<file path="src/rtl/comandos_pkg.sv">
// Shared constants, state type and range-compare helper for the command sequencer.
package comandos_pkg;

  localparam int unsigned BYTE_W = 8;
  localparam int unsigned PESO_W = 7;
  localparam int unsigned POS_W  = 2;

  localparam logic [BYTE_W-1:0] CMD_CONFIG  = 8'h30;
  localparam logic [BYTE_W-1:0] CMD_ATUAL   = 8'h31;
  localparam logic [BYTE_W-1:0] CMD_DESLIGA = 8'h32;
  localparam logic [BYTE_W-1:0] ASCII_ZERO  = 8'h30;
  localparam logic [BYTE_W-1:0] ASCII_NOVE  = 8'h39;

  localparam logic [POS_W-1:0] POS_ABAIXO    = 2'd0;
  localparam logic [POS_W-1:0] POS_FAIXA     = 2'd1;
  localparam logic [POS_W-1:0] POS_ACIMA     = 2'd2;
  localparam logic [POS_W-1:0] POS_DESLIGADO = 2'd3;

  typedef enum logic [1:0] {
    ESPERA_CMD    = 2'd0,
    RECEBE_DIGITO = 2'd1,
    VALIDA        = 2'd2,
    APLICA        = 2'd3
  } estado_t;

  // Position of a weight against an inclusive [min, max] window.
  function automatic logic [POS_W-1:0] calc_posicao(input logic [PESO_W-1:0] atual,
                                                    input logic [PESO_W-1:0] pmin,
                                                    input logic [PESO_W-1:0] pmax);
    if (atual < pmin)      return POS_ABAIXO;
    else if (atual > pmax) return POS_ACIMA;
    else                   return POS_FAIXA;
  endfunction

endpackage

</file>
<file path="src/rtl/sequenciador_comandos_if.sv">
// Byte stream from the UART receiver: data plus one-cycle valid strobe.
interface sequenciador_comandos_if;
  logic [7:0] dado_recebido;
  logic       pronto_recebimento;

  modport master (output dado_recebido, output pronto_recebimento);
  modport slave  (input  dado_recebido, input  pronto_recebimento);
endinterface

</file>
<file path="src/rtl/sequenciador_comandos_contador_timeout.sv">
// Inter-byte timeout counter: cleared on every byte, counts while a frame is open.
module contador_timeout #(
  parameter int unsigned TIMEOUT_CICLOS = 1_000_000
) (
  input  logic clock,
  input  logic reset,
  input  logic i_limpa,
  input  logic i_habilita,
  output logic o_estouro_c
);

  localparam int unsigned CNT_W = (TIMEOUT_CICLOS > 1) ? $clog2(TIMEOUT_CICLOS) : 1;

  logic [CNT_W-1:0] r_contagem;

  always_ff @(posedge clock or negedge reset) begin
    if (!reset)          r_contagem <= '0;
    else if (i_limpa)    r_contagem <= '0;
    else if (i_habilita) r_contagem <= r_contagem + CNT_W'(1);
  end

  assign o_estouro_c = i_habilita && (r_contagem == CNT_W'(TIMEOUT_CICLOS - 1));

endmodule

</file>
<file path="src/rtl/sequenciador_comandos.sv">
// Parses ASCII command frames into min/max/current weights and drives the PWM position select.
module sequenciador_comandos
  import comandos_pkg::*;
#(
  parameter int unsigned TIMEOUT_CICLOS = 1_000_000
) (
  input  logic                     clock,
  input  logic                     reset,
  sequenciador_comandos_if.slave   rx,
  output logic [PESO_W-1:0]        peso_min,
  output logic [PESO_W-1:0]        peso_max,
  output logic [PESO_W-1:0]        peso_atual,
  output logic [POS_W-1:0]         posicao_pwm,
  output logic                     atualizado,
  output logic                     erro,
  output logic                     ocupado
);

  estado_t           r_estado, w_prox_estado;
  logic [BYTE_W-1:0] r_cmd;
  logic [2:0]        r_idx;
  logic [3:0]        r_dezena;
  logic [PESO_W-1:0] r_sh_min, r_sh_max, r_sh_atual;
  logic [PESO_W-1:0] r_peso_min, r_peso_max, r_peso_atual;
  logic [POS_W-1:0]  r_posicao;
  logic              r_atualizado, r_erro, r_ocupado;

  logic              w_strobe, w_eh_digito, w_cmd_valido, w_ultimo, w_estouro, w_min_maior;
  logic [BYTE_W-1:0] w_byte;
  logic [3:0]        w_digito;
  logic [PESO_W-1:0] w_valor;

  assign w_strobe     = rx.pronto_recebimento;
  assign w_byte       = rx.dado_recebido;
  assign w_eh_digito  = (w_byte >= ASCII_ZERO) && (w_byte <= ASCII_NOVE);
  assign w_digito     = 4'(w_byte - ASCII_ZERO);
  assign w_valor      = PESO_W'(r_dezena) * PESO_W'(10) + PESO_W'(w_digito);
  assign w_cmd_valido = (w_byte == CMD_CONFIG) || (w_byte == CMD_ATUAL) || (w_byte == CMD_DESLIGA);
  assign w_ultimo     = (r_idx == ((r_cmd == CMD_CONFIG) ? 3'd5 : 3'd1));
  assign w_min_maior  = (r_cmd == CMD_CONFIG) && (r_sh_min > r_sh_max);

  contador_timeout #(.TIMEOUT_CICLOS(TIMEOUT_CICLOS)) u_timeout (
    .clock       (clock),
    .reset       (reset),
    .i_limpa     (w_strobe),
    .i_habilita  (r_estado == RECEBE_DIGITO),
    .o_estouro_c (w_estouro)
  );

  // Next-state decode; a byte always wins over a simultaneous timeout.
  always_comb begin
    w_prox_estado = r_estado;
    case (r_estado)
      ESPERA_CMD: begin
        if (w_strobe && w_cmd_valido)
          w_prox_estado = (w_byte == CMD_DESLIGA) ? VALIDA : RECEBE_DIGITO;
      end
      RECEBE_DIGITO: begin
        if (w_strobe) begin
          if (!w_eh_digito)  w_prox_estado = ESPERA_CMD;
          else if (w_ultimo) w_prox_estado = VALIDA;
        end else if (w_estouro) begin
          w_prox_estado = ESPERA_CMD;
        end
      end
      VALIDA:  w_prox_estado = w_min_maior ? ESPERA_CMD : APLICA;
      APLICA:  w_prox_estado = ESPERA_CMD;
      default: w_prox_estado = ESPERA_CMD;
    endcase
  end

  always_ff @(posedge clock or negedge reset) begin
    if (!reset) begin
      r_estado     <= ESPERA_CMD;
      r_cmd        <= '0;
      r_idx        <= '0;
      r_dezena     <= '0;
      r_sh_min     <= '0;
      r_sh_max     <= '0;
      r_sh_atual   <= '0;
      r_peso_min   <= '0;
      r_peso_max   <= PESO_W'(99);
      r_peso_atual <= '0;
      r_posicao    <= POS_DESLIGADO;
      r_atualizado <= 1'b0;
      r_erro       <= 1'b0;
      r_ocupado    <= 1'b0;
    end else begin
      r_estado     <= w_prox_estado;
      r_ocupado    <= (w_prox_estado != ESPERA_CMD);
      r_atualizado <= 1'b0;
      case (r_estado)
        ESPERA_CMD: begin
          if (w_strobe) begin
            if (w_cmd_valido) begin
              r_cmd  <= w_byte;
              r_idx  <= '0;
              r_erro <= 1'b0;
            end else begin
              r_erro <= 1'b1;
            end
          end
        end
        RECEBE_DIGITO: begin
          if (w_strobe) begin
            if (!w_eh_digito) begin
              r_erro <= 1'b1;
            end else begin
              r_idx <= r_idx + 3'd1;
              // Even index carries the tens digit; odd index completes a value.
              if (!r_idx[0])                                r_dezena   <= w_digito;
              else if (r_cmd == CMD_ATUAL || r_idx == 3'd5) r_sh_atual <= w_valor;
              else if (r_idx == 3'd1)                       r_sh_min   <= w_valor;
              else                                          r_sh_max   <= w_valor;
            end
          end else if (w_estouro) begin
            r_erro <= 1'b1;
          end
        end
        VALIDA: begin
          if (w_min_maior) r_erro <= 1'b1;
        end
        APLICA: begin
          r_atualizado <= 1'b1;
          if (r_cmd == CMD_CONFIG) begin
            r_peso_min   <= r_sh_min;
            r_peso_max   <= r_sh_max;
            r_peso_atual <= r_sh_atual;
            r_posicao    <= calc_posicao(r_sh_atual, r_sh_min, r_sh_max);
          end else if (r_cmd == CMD_ATUAL) begin
            r_peso_atual <= r_sh_atual;
            r_posicao    <= calc_posicao(r_sh_atual, r_peso_min, r_peso_max);
          end else begin
            r_posicao    <= POS_DESLIGADO;
          end
        end
        default: ;
      endcase
    end
  end

  assign peso_min    = r_peso_min;
  assign peso_max    = r_peso_max;
  assign peso_atual  = r_peso_atual;
  assign posicao_pwm = r_posicao;
  assign atualizado  = r_atualizado;
  assign erro        = r_erro;
  assign ocupado     = r_ocupado;

endmodule

</file>
<file path="src/flat_wrapper.sv">
// flat-port wrapper written by rule: the top's interface ports become plain ports
module sequenciador_comandos_flat import comandos_pkg::*;
#(
  parameter int unsigned TIMEOUT_CICLOS = 1_000_000
)
  (clock, reset, peso_min, peso_max, peso_atual, posicao_pwm, atualizado, erro, ocupado, rx_dado_recebido, rx_pronto_recebimento);
  sequenciador_comandos_if rx_i ();
  input  logic clock;
  input  logic reset;
  output logic [PESO_W-1:0] peso_min;
  output logic [PESO_W-1:0] peso_max;
  output logic [PESO_W-1:0] peso_atual;
  output logic [POS_W-1:0] posicao_pwm;
  output logic atualizado;
  output logic erro;
  output logic ocupado;
  input wire logic [$bits(rx_i.dado_recebido)-1:0] rx_dado_recebido;
  input wire logic [$bits(rx_i.pronto_recebimento)-1:0] rx_pronto_recebimento;
  assign rx_i.dado_recebido = rx_dado_recebido;
  assign rx_i.pronto_recebimento = rx_pronto_recebimento;
  sequenciador_comandos #(.TIMEOUT_CICLOS(TIMEOUT_CICLOS)) u_core (.clock(clock), .reset(reset), .rx(rx_i), .peso_min(peso_min), .peso_max(peso_max), .peso_atual(peso_atual), .posicao_pwm(posicao_pwm), .atualizado(atualizado), .erro(erro), .ocupado(ocupado));
endmodule
</file>
<file path="config.mk">
export PLATFORM = sky130hd
export DESIGN_NAME = sequenciador_comandos_flat
export DESIGN_NICKNAME = d
export VERILOG_FILES = /design/src/rtl/comandos_pkg.sv /design/src/rtl/sequenciador_comandos_if.sv /design/src/rtl/sequenciador_comandos_contador_timeout.sv /design/src/rtl/sequenciador_comandos.sv /design/src/flat_wrapper.sv
export SDC_FILE = /design/constraint.sdc
export NUM_CORES = 1
export LEC_CHECK = 0
export BUFFER_PORTS_ARGS = -buffer_cell sky130_fd_sc_hd__buf_2
export CORE_UTILIZATION = 45
export CTS_CLUSTER_DIAMETER = 30
export DETAILED_ROUTE_END_ITERATION = 10
export SYNTH_ARGS = -nofsm -noshare
export SYNTH_HDL_FRONTEND = slang
export SYNTH_SLANG_ARGS = --single-unit
</file>
<file path="constraint.sdc">
create_clock -name clock -period 2.7 [get_ports clock]
set_input_delay 0.27 -clock clock [delete_from_list [all_inputs] [get_ports clock]]
set_output_delay 0.27 -clock clock [all_outputs]
set_load 0.005 [all_outputs]
</file>
* Word-level counts from Yosys, hierarchy flattened
Index checks and enable logic that the tools add are counted.
Storage, ports and cells: bits in registers 84, output and inout bits 26
Cells by class: $add $sub $neg 4, multipliers 1, order comparisons 7, equal/unequal tests 19, multiplexer cells 32, bitwise gates (word level) 3, reduce and logical (&&, ||, !) cells 22
Operator list (count):
- == test 8 x 6 -> 1 bit, second input constant | 5
- two-way mux 20 bit | 2
- two-way mux 2 bit | 13
- greater-than comparator 7 bit | 3
- adder 20 x 1 -> 20 bit, second input constant | 1
- == test 20 bit, second input constant | 1
- two-way mux 3 bit | 5
- AND reduction 5 bit | 3
- less-than comparator 7 bit | 2
- two-way mux 7 bit | 2
- AND reduction 6 bit | 2
- >= comparator 8 x 6 -> 1 bit, second input constant | 1
- <= comparator 8 x 6 -> 1 bit, second input constant | 1
- case mux 2 bit (4 select lines) | 1
- nonzero test 2 bit | 4
- adder 7 x 4 -> 7 bit | 1
- two-way mux 1 bit | 7
- multiplier 4 x 3 -> 6 bit, second input constant | 1
- != test 2 x 1 -> 1 bit, second input constant | 3
- case mux 3 bit (2 select lines) | 1
- == test 2 bit, second input constant | 2
- logical AND 1 bit | 4
- != test 2 bit, second input constant | 2
- AND reduction 2 bit | 2
- 15 further kinds | 19

* Logic depth before layout (Yosys ltp)
Gate-level depths: netlist of the first run.
depth in word-level cells 8, gate-level depth with buffers 9, depth with buffers taken out 8

* Modules after synthesis
Synthesis of the first run repeated with hierarchy kept, for this count alone.
Second synthesis, totals: cells, all modules 463, area, all modules 4820.9 um2
By module, submodules not included:
- sequenciador_comandos | times used 1, cells each 354, area each 3724.8 um2, seq. area each 1609.0 um2
- contador_timeout | times used 1, cells each 109, area each 1096.1 um2, seq. area each 500.5 um2

* Worst setup path after synthesis of the first run
No wires, ideal clock.
kind register to register, from register u_core.r_estado[1], to register u_core.r_sh_min[0], setup time 0.125 ns, arrival 1.877 ns, setup slack 0.698 ns, cell stages (with the launch flop) 9, buffers on the path 2, path through dfrtp_1 inv_1 ha_1 and4_1 buf_6 nand3_2 or3b_1 buf_6 mux2_4
On the way: longest elaborated chain between the ends 2
RTL lines:
- start, declared | line sequenciador_comandos.sv:19 | estado_t r_estado, w_prox_estado;
- start signal, assigned | line sequenciador_comandos.sv:89 | r_estado <= w_prox_estado;
- == test 2 x 1 -> 1 bit | line sequenciador_comandos.sv:92 | case (r_estado)
- AND reduction 6 bit (no line)
- end signal, assigned | line sequenciador_comandos.sv:113 | else if (r_idx == 3'd1) r_sh_min <= w_valor;
- end, declared | line sequenciador_comandos.sv:23 | logic [PESO_W-1:0] r_sh_min, r_sh_max, r_sh_atual;
No other way between the ends. A chain may end at the register's enable or synchronous reset.

* Final worst setup path of the first run
from register u_core.r_estado[1], to register u_core.r_sh_min[4]
Same word-level chain as after synthesis.

==> results.md, run 1 <==
- Total GRT Usage: 0.194
- CP Launch Type: register
- Clock Sinks: 84
- Antenna-violating nets left: 0
- Setup Fix Bufs, Post-CTS: 0
- Ports: 37
- GPL Wtd Cong: 0.813
- Switch share: 0.315
- Flop pwr share: 0.465
- Unrepaired setup endpoints after global routing: no
- # fillers: 914
- Pwr Density: 607 nW/µm²
- Max Cap Viol: 0
- Crit path DAT: 2.50 ns
- DR pass1 iterations: 4
- Hold crit path type: in2reg
- FP Rows: 36
- FMAX: 441 MHz
- Worst-skew pair later-pin latency: 0.36 ns
- Reg2Reg Launch Point: u_core.r_estado[1]
- TritonCTS buffer count: 9
- Largest family of logic cells by synthesized area: simple AND/OR/NAND/NOR gates
- Post-CTS Resized: 0
- CTS tree: built
- Setup TNS: 0 ns
- Avg Cell Area, Syn: 10.3 µm²
- #FFs+latches synth: 84
- Main synth FF type: dfrtp_1
- Count leader, synth: dfrtp_1
- Simple-gate share of the synthesized area: 0.158
- Crit end category: register
- Int Power: 0.00215 W
- Tmin final: 2.27 ns
- Die X: 104 µm
- Number of remaining DRC errors: 0
- Worst EP required: 2.94 ns
- Slew headroom: 0.547
- 1st-iter DRT viols: 100
- Share of cells above drive strength 1: 0.188
- Top-area cell type share of the netlist area: 0.420
- CP Max Fanout: 9
- Seq/Total Area, Yosys: 0.454
- Reg-to-Reg End: u_core.r_sh_min[4]
- Vias in the first global route: 3377
- WHS Path Cells: 2
- Mean routed wirelength per cell: 15.3 µm
- Antenna cell count: 0
- Distinct cells, synth: 46
- Synth cell count leaders: 78 x dfrtp_1, 47 x ha_1, 41 x nor2_1
- Vias/cell: 5.33
- P_leak: 2.46 nW
- Initial antenna violation count: 0
- # H-tree levels: 3
- Synth Cell Area: 4650 µm²
- Buffers on Ports: 36
- Compound-Gate Fraction of Synth Area: 0.0867
- Post-Place Setup Slack: 0.449 ns
- Register-to-Register Path Depth: 6
- Clk slew on worst S/H paths: 0.09 ns
- Largest net degree at the start of global routing: 54
- Adder-Cell Fraction of Synth Area: 0.135
- Hold Crit Start: rx_dado_recebido[3]
- Slew Limit Fails: 0
- Hold Fails Final Rpt: 0
- Xor and xnor fraction of the mapped netlist area: 0.0471
- Critical path type: reg2reg
- Die H: 104 µm
- Worst VDD drop: 377 µV
- Die footprint: 10700 µm²
- Worst Slack Setup Final: 0.431 ns
- Clock tree root driver cell: clkbuf_8
- Switching pwr: 0.000991 W
- Synthesis-to-layout area growth: 11.5%
- Synth area leaders: dfrtp_1 42%, ha_1 13%, mux2_2 5.6%
- Global-route wire length before repair: 16600 µm
- CTS Buffer Depth: 2
- Total gr overflow: 0
- Post-Synthesis Cells: 450
- Gate power share: 0.249
- Core box area: 9910 µm²
- Reg2Reg Setup Slack: 0.43 ns
- Routed wire length: 9590 µm
- Fin crit share: 0.840
- Fin nets: 551
- Cts-stage hold buffer count: 1
- DP Wirelength: 7230 µm
- Hold Path Sink: u_core.r_dezena[3]
- Synth warn: 0
- Clock skew: 0.0126 ns
- Reg area: 2110 µm²
- Yosys top cell by area: dfrtp_1
- Slew @ Worst Pin: 0.679 ns
- Initial Util: 0.469
- Multi-input logic area: 2350 µm²
- Clock power share: 0.286
- Setup-failing EPs final: 0
- Status: finished clean
- Mux cell area share after synthesis: 0.0783
- Ys async rst share: 1.00
- Post-synth EDFFs: 0
- Vias after detailed routing: 3346
- Syn Nets: 510
[layout by cell type (no fill, tap or decap), drive strengths merged, types with 13 or more instances in the layout]
master	synthesis	layout
xor2	13	13
buf	5	40
a21oi	20	20
dfrtp	78	78
nor2	41	41
mux2	28	28
o21ai	31	31
nand2	33	33
inv	35	36
ha	47	47
nand3	17	17
[per-layer routing]
layer  global-route usage  wire length (µm)  vias up
met2                0.288              4130       75
met3               0.0340               305       20
met1                0.281              4930     1605
met4               0.0776               226        0
met5                    0                 0        -
li1                     -                 -     1646
[power by group through the flow]
stage	clock network (W)	logic (W)	registers, W
6_report	0.000900	0.000782	0.00146
5_1_grt	0.000978	0.000890	0.00148
4_1_cts	0.000933	0.000795	0.00146
3_5_place_dp	0	0.000789	0.00148
3_3_place_gp	0	0.000771	0.00148
2_1_floorplan	0	0.000563	0.00146
[worst max-delay path, cell delays in order (launching register included)]
cell     delay (ns)
dfrtp_1        0.44
inv_1          0.12
ha_1           0.20
and4_1         0.35
nand3_2        0.11
or3b_1         0.57
mux2_4         0.36
[state kept, by name, indices dropped and copies added (netlist names), 3 cells and up]
register,count
u_core.r_sh_atual,7
u_core.r_idx,3
u_core.r_sh_min,7
u_core.peso_atual,7
u_core.r_sh_max,7
u_core.u_timeout.r_contagem,20
u_core.r_dezena,4
u_core.peso_max,7
u_core.r_cmd,8
u_core.peso_min,7
[metrics by stage]
step                cells  power, W  area, µm²  utilization  hold slack, ns
detailed placement    612   0.00227       4980        0.503           0.366
floorplan             450   0.00202       4650            -         -0.0256
CTS                   628   0.00319       5180        0.523           0.213
global route          628   0.00335       5180        0.523           0.214
finish                628   0.00315       5180        0.523           0.230
global placement      612   0.00225       4980        0.503           0.364
[kinds of logic (layout without fill, tap and decap cells)]
kind of cell / count (synthesis) / count (layout)
AND/OR/NAND/NOR: 146 / 146
XOR/XNOR: 25 / 25
flip-flops: 84 / 84
adder cells (fa/ha/maj): 49 / 49
multiplexers: 31 / 31
buffers and inverters: 46 / 91
AO/OA/AOI/OAI: 69 / 69
[worst max-delay path by stage]
stage                                   start            endpoint  slack, ns  depth (start not counted)
after global placement    rx_dado_recebido[1]  u_core.r_sh_min[4]       0.50                          6
final                      u_core.r_estado[1]  u_core.r_sh_min[4]       0.43                          6
after global routing       u_core.r_estado[1]  u_core.r_sh_min[4]       0.32                          6
after floorplan            u_core.r_estado[1]  u_core.r_sh_min[0]       0.70                          8
after CTS                  u_core.r_estado[1]  u_core.r_sh_min[4]       0.45                          6
after detailed placement   u_core.r_estado[1]  u_core.r_sh_min[4]       0.45                          6
[layout make-up]
type                       instances  share of cell area
clock inverter                     3             0.00893
tap                              133              0.0321
timing repair buffer              41              0.0454
clock buffer                      12              0.0280
multi-input combinational        320               0.453
inverter                          35              0.0253
sequential                        84               0.407
No activity file was read; power rests on OpenSTA's default activity.
==> inputs of run 2 (changes only) <==
--- a/config.mk
+++ b/config.mk
@@ -9,6 +9,7 @@
 export CORE_UTILIZATION = 45
 export CTS_CLUSTER_DIAMETER = 30
 export DETAILED_ROUTE_END_ITERATION = 10
+export PLACE_DENSITY = 0.65
 export SYNTH_ARGS = -nofsm -noshare
 export SYNTH_HDL_FRONTEND = slang
 export SYNTH_SLANG_ARGS = --single-unit
==> constraint.sdc (replaced) <==
create_clock -name clock -period 2.05 [get_ports clock]
set_input_delay 0.205 -clock clock [delete_from_list [all_inputs] [get_ports clock]]
set_output_delay 0.205 -clock clock [all_outputs]
set_load 0.005 [all_outputs]
==> results.md, run 2 (same netlist as run 1, synthesis figures left out) <==
- Tmin final: 2.01 ns (was 2.27 ns)
- Initial Util: 0.469 (unchanged)
- Initial antenna violation count: 0 (unchanged)
- Max Cap Viol: 0 (unchanged)
- Mean routed wirelength per cell: 14.7 µm (was 15.3 µm)
- Die X: 104 µm (unchanged)
- Total gr overflow: 0 (unchanged)
- Cell Count, Final, Fillers Out: 651 (was 628)
- Max reg flops: 20 (unchanged)
- DR pass1 iterations: 4 (unchanged)
- Slew Limit Fails: 0 (unchanged)
- Clk slew on worst S/H paths: 0.09 ns (about the same)
- Worst-skew pair later-pin latency: 0.37 ns (was 0.36 ns)
- Fin nets: 573 (was 551)
- Crit path DAT: 2.27 ns (was 2.50 ns)
- FP Rows: 36 (unchanged)
- Buffers on Ports: 36 (unchanged)
- Crit end category: register (unchanged)
- Post-route cell area: 5410 µm² (was 5180 µm²)
- Die footprint: 10700 µm² (unchanged)
- Pwr Density: 802 nW/µm² (was 607 nW/µm²)
- Largest reg by FF count: u_core.u_timeout.r_contagem (unchanged)
- Slew @ Worst Pin: 0.573 ns (was 0.679 ns)
- Core box area: 9910 µm² (unchanged)
- Clock tree root driver cell: clkbuf_8 (unchanged)
- Most frequent cells in the layout: 78 x dfrtp_1, 45 x ha_1, 41 x nor2_1, 35 x buf_2, 34 x inv_1 (was 78 x dfrtp_1, 47 x ha_1, 41 x nor2_1, 35 x inv_1, 35 x buf_2)
- Worst VDD drop: 371 µV (was 377 µV)
- CTS Buffer Depth: 2 (unchanged)
- CP Max Fanout: 3 (was 9)
- Routed wire length: 9590 µm (unchanged)
- Register-to-Register Path Depth: 7 (was 6)
- Crit path from: u_core.r_dezena[1] (was u_core.r_estado[1])
- FMAX: 498 MHz (was 441 MHz)
- Share of cells above drive strength 1: 0.243 (was 0.188)
- GPL Wtd Cong: 0.781 (was 0.813)
- Unrepaired setup endpoints after global routing: yes (was no)
- CP Launch Type: register (unchanged)
- CTS tree: built (unchanged)
- Worst Hold Margin: 0.154 ns (was 0.230 ns)
- Ports: 37 (unchanged)
- Vias/cell: 5.25 (was 5.33)
- TritonCTS buffer count: 9 (unchanged)
- Most common cell after layout, fill and taps aside: dfrtp_1 (unchanged)
- Setup-failing EPs final: 0 (unchanged)
- Vias in the first global route: 3335 (was 3377)
- Synthesis-to-layout area growth: 16.3% (was 11.5%)
- Setup TNS: 0 ns (unchanged)
- P_leak: 2.59 nW (was 2.46 nW)
- Hold Crit Start: rx_dado_recebido[3] (unchanged)
- Hold Fails Final Rpt: 0 (unchanged)
- Clock skew: 0.0115 ns (was 0.0126 ns)
- WHS Path Cells: 2 (unchanged)
- Worst Slack Setup Final: 0.0435 ns (was 0.431 ns)
- Total GRT Usage: 0.191 (was 0.194)
- Antenna-violating nets left: 0 (unchanged)
- Post-Place Setup Slack: 0.0160 ns (was 0.449 ns)
- Slew headroom: 0.618 (was 0.547)
- Post-Place Cell Area: 5130 µm² (was 4980 µm²)
- Largest regs: u_core.u_timeout.r_contagem: 20 flops, u_core.r_cmd: 8 flops (unchanged)
- Largest net degree at the start of global routing: 44 (was 54)
- Fin crit share: 0.979 (was 0.840)
- Hold crit path type: in2reg (unchanged)
- Global-route wire length before repair: 16200 µm (was 16600 µm)
- Vias after detailed routing: 3420 (was 3346)
- Placed Cells incl. Taps: 632 (was 612)
- Number of remaining DRC errors: 0 (unchanged)
- 1st-iter DRT viols: 133 (was 100)
- Antenna cell count: 0 (unchanged)
- Worst EP required: 2.31 ns (was 2.94 ns)
- Die H: 104 µm (unchanged)
- Status: finished clean (unchanged)
- # H-tree levels: 3 (unchanged)
- Clock Sinks: 84 (unchanged)
- Critical path type: reg2reg (unchanged)
- DP Wirelength: 7110 µm (was 7230 µm)
- Reg2Reg Launch Point: u_core.r_dezena[1] (was u_core.r_estado[1])
## run 2: cell types whose count changed in the layout (fill, tap and decap cells not counted), moves of 2 or more
cell | before | now
buf_4 | 4 | 25
nor3_1 | 10 | 6
nor3_2 | 0 | 4
ha_1 | 47 | 45
ha_2 | 0 | 2
mux2_2 | 23 | 21
mux2_4 | 5 | 7
## run 2: path summary, 6_finish.rpt
check	to	slack, ns
max in group asynchronous	u_core.peso_max[0]	1.00
worst min register to register	u_core.r_cmd[4]	0.47
worst min-delay path	u_core.r_dezena[3]	0.15
worst max-delay path	u_core.r_sh_max[6]	0.04
worst max register to register	u_core.r_sh_max[6]	0.04
min in group asynchronous	u_core.peso_atual[5]	0.37
## run 2: cell type report
class                      instances  area [µm²]
clock buffer                      12         145
multi-input combinational        320        2400
timing repair buffer              63         404
clock inverter                     4        50.0
tap                              133         166
inverter                          35         131
fill                             901        4500
sequential                        84        2110
## run 2: per-stage QoR
stage | power [W] | utilization
after global routing | 0.00460 | 0.545
after floorplan | 0.00266 | -
final | 0.00434 | 0.545
after global placement | 0.00304 | 0.518
after detailed placement | 0.00307 | 0.518
after CTS | 0.00430 | 0.539
## run 2: timing repair
| item | in CTS | in global routing |
|---|---|---|
| buffers inserted | 0 | 2 |
| endpoints found under the setup margin | 1 | 19 |
| cloned | 0 | 0 |
| resized for setup | 1 | 13 |
| endpoints found under the hold margin | 37 | 0 |
| hold buffers | 1 | 0 |
| pin swaps | 0 | 4 |
## run 2: routing by layer
metal / global-route usage / part of all wire
met5: 0 / 0
met4: 0.0839 / 0.017
met3: 0.0378 / 0.030
met2: 0.276 / 0.43
met1: 0.277 / 0.52
## run 2: worst max-delay path: stages (launching register included)
cell and delay (ns):
dfrtp_1 0.39, ha_1 0.30, ha_2 0.19, fa_1 0.49, nand2_1 0.05, nor2_1 0.11, xnor2_1 0.11, mux2_4 0.28
## run 2: power by group
group          switching [W]  leakage [nW]  internal (W)
combinational       0.000646          1.38      0.000584
sequential          0.000114          1.11       0.00179
clock               0.000605        0.0926      0.000595
==> inputs of run 3 (changes only) <==
--- a/config.mk
+++ b/config.mk
@@ -9,7 +9,6 @@
 export CORE_UTILIZATION = 45
 export CTS_CLUSTER_DIAMETER = 30
 export DETAILED_ROUTE_END_ITERATION = 10
-export PLACE_DENSITY = 0.65
 export SYNTH_ARGS = -nofsm -noshare
 export SYNTH_HDL_FRONTEND = slang
 export SYNTH_SLANG_ARGS = --single-unit
==> constraint.sdc (replaced) <==
create_clock -name clock -period 1.9 [get_ports clock]
set_input_delay 0.19 -clock clock [delete_from_list [all_inputs] [get_ports clock]]
set_output_delay 0.19 -clock clock [all_outputs]
set_load 0.005 [all_outputs]
==> results.md, run 3 (same netlist as run 1, synthesis figures left out) <==
- Hold crit path type: in2reg (unchanged)
- Total gr overflow: 0 (unchanged)
- Antenna-violating nets left: 0 (unchanged)
- Number of remaining DRC errors: 0 (unchanged)
- DR pass1 iterations: 5 (was 4)
- Most common cell after layout, fill and taps aside: dfrtp_1 (unchanged)
- # H-tree levels: 3 (unchanged)
- Gate power share: 0.329 (was 0.284)
- Die H: 104 µm (unchanged)
- Worst Slack Setup Final: -0.118 ns (was 0.0435 ns)
- Initial antenna violation count: 0 (unchanged)
- Buffers on Ports: 36 (unchanged)
- CTS tree: built (unchanged)
- Largest reg by FF count: u_core.u_timeout.r_contagem (unchanged)
- Utilization after layout: 0.589 (was 0.545)
- 1st-iter DRT viols: 93 (was 133)
- DP Wirelength: 7730 µm (was 7110 µm)
- Crit end category: register (unchanged)
- Global-route wire length before repair: 17200 µm (was 16200 µm)
- Int Power: 0.00363 W (was 0.00297 W)
- # fillers: 859 (was 901)
- Worst Hold Margin: 0.191 ns (was 0.154 ns)
- Slowest CP cell: fa_1 (unchanged)
- Setup TNS: -0.525 ns (was 0 ns)
- CP Max Fanout: 3 (unchanged)
- Worst-skew pair later-pin latency: 0.36 ns (was 0.37 ns)
- Post-Place Setup Slack: -0.121 ns (was 0.0160 ns)
- Unrepaired setup endpoints after global routing: yes (unchanged)
- Setup-failing EPs final: 6 (was 0)
- Clock Sinks: 84 (unchanged)
- Antenna cell count: 0 (unchanged)
- Reg2Reg Setup Slack: -0.12 ns (was 0.04 ns)
- Pwr Density: 897 nW/µm² (was 802 nW/µm²)
- Clock power share: 0.283 (was 0.277)
- Mean routed wirelength per cell: 15.3 µm (was 14.7 µm)
- Synthesis-to-layout area growth: 25.4% (was 16.3%)
- Slew @ Worst Pin: 0.455 ns (was 0.573 ns)
- Largest regs: u_core.u_timeout.r_contagem: 20 flops, u_core.r_cmd: 8 flops (unchanged)
- Critical path type: reg2reg (unchanged)
- Largest net degree at the start of global routing: 66 (was 44)
- Hold Fails Final Rpt: 0 (unchanged)
- FMAX: 495 MHz (was 498 MHz)
- Failing checks: negative setup slack
- Delay-heaviest family, CP: adder cells (unchanged)
- GPL Wtd Cong: 0.788 (was 0.781)
- Fin nets: 604 (was 573)
- CP Launch Type: register (unchanged)
- Slew Limit Fails: 0 (unchanged)
- Most frequent cells in the layout: 78 x dfrtp_1, 55 x buf_4, 41 x ha_1, 38 x nor2_1, 35 x buf_2 (was 78 x dfrtp_1, 45 x ha_1, 41 x nor2_1, 35 x buf_2, 34 x inv_1)
- Fin crit share: 1.06 (was 0.979)
- CP peak stage delay: 0.49 ns (about the same)
- Clk slew on worst S/H paths: 0.09 ns (about the same)
- FP Rows: 36 (unchanged)
- Core box area: 9910 µm² (unchanged)
- Die footprint: 10700 µm² (unchanged)
- Vias after detailed routing: 3581 (was 3420)
- Routed wire length: 10500 µm (was 9590 µm)
- Vias in the first global route: 3530 (was 3335)
- Worst EP required: 2.15 ns (was 2.31 ns)
- TritonCTS buffer count: 9 (unchanged)
- CTS Buffer Depth: 2 (unchanged)
- Ports: 37 (unchanged)
- CP bufs+invs: 0 (unchanged)
- Crit path DAT: 2.27 ns (about the same)
- Clock tree root driver cell: clkbuf_8 (unchanged)
- Slew headroom: 0.695 (was 0.618)
- Worst VDD drop: 546 µV (was 371 µV)
- Tmin final: 2.02 ns (was 2.01 ns)
- Die X: 104 µm (unchanged)
- Switching pwr: 0.00160 W (was 0.00137 W)
- Vias/cell: 5.25 (about the same)
- Total GRT Usage: 0.204 (was 0.191)
- Share of cells above drive strength 1: 0.333 (was 0.243)
- Switch share: 0.305 (was 0.315)
- P_leak: 2.78 nW (was 2.59 nW)
- Initial Util: 0.469 (unchanged)
- Status: finished, violations left (was finished clean)
- Flop pwr share: 0.388 (was 0.440)
- Clock skew: 0.0123 ns (was 0.0115 ns)
- Max reg flops: 20 (unchanged)
- Crit-path cells: ha_1 -> ha_2 -> fa_1 -> nand2_1 -> nor2_2 -> xnor2_2 -> mux2_4 (was ha_1 -> ha_2 -> fa_1 -> nand2_1 -> nor2_1 -> xnor2_1 -> mux2_4)
- Max Cap Viol: 0 (unchanged)
- Total power: 0.00523 W (was 0.00434 W)
-- run 3: changes by cell type in the layout (fill, tap and decap cells not counted), moves of 3 or more --
cell	change
buf_4	+30
ha_4	+5
ha_1	-4
a21oi_1	-3
inv_1	-3
inv_2	+3
nand3_1	-3
nand3_2	+3
nor2_1	-3
nor2_2	+3
o21ai_0	-3
-- run 3: worst reg2reg max path: stages, from the launching register on --
cell	delay (ns)
dfrtp_1	0.39
ha_1	0.30
ha_2	0.19
fa_1	0.49
nand2_1	0.06
nor2_2	0.12
xnor2_2	0.09
mux2_4	0.27
-- run 3: routing by layer --
metal,track usage,share of wire
met1,0.281,0.48
met2,0.322,0.46
met3,0.0384,0.031
met4,0.0704,0.023
met5,0,0
-- run 3: layout make-up --
class	count	area (µm²)	share of cell area
clock buffers	11	151	0.0260
inverters	35	131	0.0225
well taps	133	166	0.0285
clock inverters	5	83.8	0.0144
multi-input cells	320	2550	0.437
flip-flops and latches	84	2110	0.362
repair buffers	94	641	0.110
-- run 3: through the flow --
step	std cells	instance area, µm²
after floorplan	450	4660
after CTS	670	5600
final	682	5830
after detailed placement	652	5300
after global routing	682	5830
after global placement	652	5300
-- run 3: final timing paths --
kind,cells after the start,start,end
setup / recovery,7,u_core.r_dezena[1],u_core.r_sh_min[6]
setup reg to reg,7,u_core.r_dezena[1],u_core.r_sh_min[6]
min in group asynchronous,2,reset,u_core.peso_atual[4]
max in group asynchronous,3,reset,u_core.peso_max[5]
hold / removal,2,rx_dado_recebido[3],u_core.r_dezena[3]
hold reg to reg,1,u_core.r_cmd[4],u_core.r_cmd[4]
-- run 3: timing repair --
item / in CTS / in global routing
hold buffers: 1 / 0
endpoints found under the hold margin: 19 / 0
pin swaps: 5 / 14
setup endpoints to repair: 17 / 23
setup buffers: 1 / 13
gates resized for setup: 13 / 29
cloned: 0 / 0
-- run 3: power by group through the flow --
stage	clock network, W	registers [W]	logic [W]
after floorplan	0	0.00208	0.000817
after global placement	0	0.00206	0.00140
after detailed placement	0	0.00206	0.00143
after CTS	0.00151	0.00203	0.00153
after global routing	0.00159	0.00204	0.00189
final	0.00148	0.00203	0.00172
